[config.mk]
export PLATFORM = sky130hd
export DESIGN_NAME = key_entry_ctrl
export DESIGN_NICKNAME = d
export VERILOG_FILES = /design/src/rtl/key_entry_ctrl.sv
export SDC_FILE = /design/constraint.sdc
export NUM_CORES = 1
export LEC_CHECK = 0
export BUFFER_PORTS_ARGS = -buffer_cell sky130_fd_sc_hd__buf_2
export CAP_MARGIN = 20
export CORE_ASPECT_RATIO = 1.1
export CORE_MARGIN = 1
export CORE_UTILIZATION = 29
export CTS_CLUSTER_DIAMETER = 30
export DETAILED_ROUTE_END_ITERATION = 12
export GPL_TIMING_DRIVEN = 0
export SETUP_SLACK_MARGIN = 0.2
export SLEW_MARGIN = 20
export SYNTH_ARGS = -nofsm -noshare
export SYNTH_HDL_FRONTEND = slang
export SYNTH_SLANG_ARGS = --single-unit
[constraint.sdc]
create_clock -name clk -period 2.7 [get_ports clk]
set_input_delay 0.135 -clock clk [delete_from_list [all_inputs] [get_ports clk]]
set_output_delay 0.135 -clock clk [all_outputs]
set_load 0.05 [all_outputs]
[src/rtl/key_entry_ctrl.sv]
// key_entry_ctrl
//   Turns one-cycle key pulses into a multi-digit BCD value. In IDLE only
//   confirm does anything: it opens EDIT with a copy of the committed value.
//   In EDIT, up/down change the digit under the cursor (mod 10, no carry),
//   left/right move the cursor (with wrap), and confirm commits. An edit left
//   idle for TIMEOUT_CYC cycles is aborted.
//
//   state | meaning
//   ------+---------------------------------------------------------------
//   IDLE  | value_out stable, waiting for confirm to start an edit
//   EDIT  | edit_buf/cursor being modified, inactivity timer running
//
// Ports
//   clk           system clock
//   rst_n         asynchronous active-low reset
//   key_pulse     [0] up, [1] down, [2] left, [3] right, [4] confirm
//   value_out     committed BCD value, digit i at [4i+3:4i]
//   edit_buf      working BCD value during edit
//   cursor        index of digit being edited (0 = least significant)
//   editing       high while in EDIT
//   commit_pulse  one-cycle pulse when an edit is committed
//   abort_pulse   one-cycle pulse when an edit times out
module key_entry_ctrl #(
  parameter int DIGITS      = 4,
  parameter int TIMEOUT_CYC = 500_000_000,
  localparam int CW         = $clog2(DIGITS)
) (
  input  logic                  clk,
  input  logic                  rst_n,
  input  logic [4:0]            key_pulse,
  output logic [4*DIGITS-1:0]   value_out,
  output logic [4*DIGITS-1:0]   edit_buf,
  output logic [CW-1:0]         cursor,
  output logic                  editing,
  output logic                  commit_pulse,
  output logic                  abort_pulse
);

  typedef enum logic {IDLE, EDIT} state_t;

  localparam logic [29:0]   TMR_LAST = 30'(TIMEOUT_CYC - 1);
  localparam logic [CW-1:0] CUR_MAX  = CW'(DIGITS - 1);

  state_t      state;
  logic [29:0] timer;
  logic [3:0]  cur_digit;
  logic [3:0]  digit_up;
  logic [3:0]  digit_dn;

  logic key_up, key_dn, key_left, key_right, key_confirm, key_any;

  assign key_up      = key_pulse[0];
  assign key_dn      = key_pulse[1];
  assign key_left    = key_pulse[2];
  assign key_right   = key_pulse[3];
  assign key_confirm = key_pulse[4];
  assign key_any     = |key_pulse;

  assign editing = (state == EDIT);

  // Digit under the cursor and its +1 / -1 neighbours, modulo 10.
  always_comb begin
    cur_digit = 4'd0;
    for (int i = 0; i < DIGITS; i++) begin
      if (cursor == CW'(i)) cur_digit = edit_buf[4*i +: 4];
    end
    digit_up = (cur_digit >= 4'd9) ? 4'd0 : 4'(cur_digit + 4'd1);
    digit_dn = (cur_digit == 4'd0) ? 4'd9 : 4'(cur_digit - 4'd1);
  end

  always_ff @(posedge clk or negedge rst_n) begin
    if (!rst_n) begin
      state        <= IDLE;
      value_out    <= '0;
      edit_buf     <= '0;
      cursor       <= '0;
      timer        <= '0;
      commit_pulse <= 1'b0;
      abort_pulse  <= 1'b0;
    end else begin
      commit_pulse <= 1'b0;
      abort_pulse  <= 1'b0;
      case (state)
        IDLE: begin
          if (key_confirm) begin
            state    <= EDIT;
            edit_buf <= value_out;
            cursor   <= '0;
            timer    <= '0;
          end
        end
        EDIT: begin
          if (key_any) begin
            // Any accepted key restarts the inactivity window, even if the
            // timer is at its last count this cycle.
            timer <= '0;
            if (key_confirm) begin
              state        <= IDLE;
              value_out    <= edit_buf;
              commit_pulse <= 1'b1;
            end else if (key_up || key_dn) begin
              for (int i = 0; i < DIGITS; i++) begin
                if (cursor == CW'(i))
                  edit_buf[4*i +: 4] <= key_up ? digit_up : digit_dn;
              end
            end else if (key_left) begin
              cursor <= (cursor == CUR_MAX) ? '0 : CW'(cursor + 1'b1);
            end else if (key_right) begin
              cursor <= (cursor == '0) ? CUR_MAX : CW'(cursor - 1'b1);
            end
          end else if (timer == TMR_LAST) begin
            state       <= IDLE;
            abort_pulse <= 1'b1;
          end else begin
            timer <= timer + 30'd1;
          end
        end
        default: state <= IDLE;
      endcase
    end
  end

endmodule

==> metrics.txt <==
fraction of layout instances using a drive strength above 1 0.2578; count of buffers from port buffering between 40 and 50; Clock power frac 0.189; number of DRC markers after the initial detailed-route iteration 155; setup_tns 0 ps; drt via density just over 5; area inside the core boundary 12090 µm²; worst slew pin tran roughly 530 ps; final cell area excluding filler cells roughly 4600 µm²; Final Wtd Congestion between 0.8 and 0.9; number of nets with antenna violations after routing 0; leakage power total between 1.5 and 2 nW; Synth Area per Inst about 9.5 µm²; Placement Rows 42; synthesized area 3615 µm²; drt first pass iters 4; kind of launch point of the worst setup path register; element type at the critical path end register; clock buffers created by TritonCTS 9; Synth cell types between 50 and 60; final cycle utilization of the critical path 0.9548; top area cells in the synthesized netlist dfrtp_1 46%, nor2_1 4.4%, nand2_1 3.8%; post-synthesis instance total 379; number of maximum-capacitance violations 0; Synth Register Bits 67; count of endpoints failing hold in the final timing report 0; type of the worst setup path reg2reg; maximum achievable frequency slightly below 0.4 GHz; number of enable-type register cells in the synthesized netlist 0; post-route insts no fill roughly 600; largest net degree at the start of global routing between 50 and 60; number of global-route vias before repair approximately 3000; clk sink count 67; area of the die approximately 13000 µm²; worst skew pair latency between 300 and 400 ps; number of endpoints failing setup at the final stage 0; WL/cell about 15 µm; status complete, no violations; share of power burned in registers 0.258; internal power contribution 0.003097 W; total routing usage reported by global routing 0.1497; reported net switching power between 0.002 and 0.003 W; Post-Place Cells around 580; root buffer cell clkbuf_16; final WL a little over 9000 µm; CTS Buffer Depth 2; RSZ-0062 raised after global routing true; vertical die dimension approximately 120 µm; net total in the final layout ~460; Placed Area just over 4000 µm²; maximum single-stage delay on the critical path around 520 ps; Syn Nets ~400; wire length of the first global-routing pass roughly 15000 µm; core occupancy in the finished layout 0.3801; post-detailed-placement half-perimeter wirelength 6460 µm; critical path cell sequence inv_4, ha_4, nand2_2, o211a_1, or2_4, ha_4, inv_4, o311ai_4, and3_4, a311o_1, o22a_1; final slew viol count 0; count of unresolved DRC violations after routing 0; worst slack, placed -54.38 ps; clock tree from TritonCTS built; Async SR Flop Fraction 1.000; worst slew slack as a fraction of its limit 0.6437; Cell Pwr Density around 1300 nW/µm²; Worst EP arrival 2800 ps; antenna diode instance count 0; clock transition at the registers of the reported paths approximately 70 ps; most area-hungry cell type in the Yosys netlist dfrtp_1; Syn. warnings 0; Starting Density 0.2991; Worst Path Buf+Inv 2; H-Tree Level Count 3; area overhead of the layout relative to synthesis 27.10%; worst min path class in2reg; vias after detailed routing ~3100; largest fanout on the critical path 5; die boundary width between 100 and 150 µm; Ports 44; Crit path required time around 2900 ps; sw frac 0.4748; area share of the leading cell type in the synthesized netlist 0.4638; remaining global-route overflow 0; power share of the combinational group 0.554; Max VDD drop roughly 960 µV; cell family with the largest share of critical-path delay compound AO/OA/AOI/OAI gates; number of antenna violations at the first check in global routing 0; Final Critical Period 2578 ps; CP max-delay cell dfrtp_4; Top FF cell, synth dfrtp_1; sequential-to-total area share from yosys stat 0.4638; Final WS setup ~120 ps; worst clock skew 9.734 ps
[logic make-up (layout without fill, tap and decap cells)]
group | count (synthesis) | after routing | synth area share
simple gates | 161 | 161 | 0.2319
compound gates | 80 | 80 | 0.1537
flops | 67 | 67 | 0.4638
buf+inv | 31 | 102 | 0.03842
xor+xnor | 22 | 22 | 0.05330
fa+ha+maj | 9 | 9 | 0.03115
mux | 9 | 9 | 0.02769
[sequential cells by signal (all words and copies together), names as in the netlist]
| name | flops |
|---|---|
| abort_pulse | 1 |
| commit_pulse | 1 |
| cursor | 2 |
| edit_buf | 16 |
| editing | 1 |
| timer | 30 |
| value_out | 16 |
[cell usage in the layout (no fill, tap or decap), types with 3 or more instances in the layout]
master	count
inv_1	13
nor4_1	8
o2bb2ai_1	4
xnor2_1	11
a21oi_1	6
o21a_1	5
clkinvlp_4	3
o31ai_1	5
ha_4	6
inv_2	3
xor2_1	11
a21o_1	4
mux2_2	8
a31oi_1	9
nand3_1	8
nor2b_1	3
nor2_1	41
buf_6	3
nand4_1	10
ha_1	3
o21ai_0	27
and3_1	7
buf_2	42
buf_4	11
nor3_1	11
clkbuf_16	9
dfrtp_1	65
o22a_1	4
and2_1	3
clkbuf_1	8
nand2b_1	11
nand2_1	36
[stage by stage]
step,power (W),hold WS [ps]
after detailed placement,0.004430,11.54
after global routing,0.006225,187.9
final,0.005896,177.3
after floorplan,0.003743,-160.6
after CTS,0.005814,179.3
after global placement,0.004368,490.3
[worst register-to-register path, stage by stage, from the launching register on]
cell and delay, ps:
dfrtp_4 520, inv_4 90, ha_4 170, nand2_2 50, o211a_1 230, or2_4 300
ha_4 170, inv_4 60, o311ai_4 120, and3_4 200, a311o_1 340, o22a_1 200
[synthesized netlist by cell type (9+ instances only)]
cell type / n
nor3_1: 12
o21ai_0: 27
xnor2_1: 11
nand2_1: 37
nor2_1: 42
inv_1: 18
a31oi_1: 10
xor2_1: 11
dfrtp_1: 67
nand2b_1: 12
ha_1: 9
nand4_1: 10
[routing by layer]
layer	wire [µm]	part of all wire	global-route usage
met1	4115	0.45	0.1821
met5	0	0	0
met3	380	0.042	0.03503
met2	4490	0.49	0.2516
met4	150	0.016	0.05997
[timing repair]
item                                    in CTS  in global routing
hold endpoints to repair                    67                  0
gates resized for setup                     10                  7
pin swaps                                   10                 16
hold buffers                                 1                  0
buffers inserted                             8                  2
endpoints found under the setup margin      16                 17
[final timing paths]
| check | slack (ps) | endpoint | startpoint | cells past startpoint |
|---|---|---|---|---|
| worst max-delay path | 120 | edit_buf[12] | cursor[0] | 11 |
| worst min-delay path | 180 | cursor[0] | key_pulse[2] | 4 |
| worst max register to register | 120 | edit_buf[12] | cursor[0] | 11 |
| worst min register to register | 510 | value_out[14] | value_out[14] | 2 |
| max in group asynchronous | 1960 | abort_pulse | rst_n | 3 |
| min in group asynchronous | 210 | edit_buf[6] | rst_n | 2 |
[area by class of cell]
class                      count  area (µm²)
clock inverter                 6       41.29
buffer                        12       75.07
sequential                    67        1682
clock buffer                  10       239.0
tap                          154       192.7
fill                        1224        7492
multi-input combinational    281        1954
timing repair buffer          55       334.1
inverter                      19       76.32
[power by group through the flow]
stage	clock, W	sequential [W]	combinational [W]
global placement	0	0.00152	0.00285
floorplan	0	0.00235	0.00140
CTS	0.00112	0.00152	0.00317
detailed placement	0	0.00154	0.00289
finish	0.00111	0.00152	0.00327
global route	0.00116	0.00156	0.00350
Note: power is estimated with default switching activity, not from simulation.
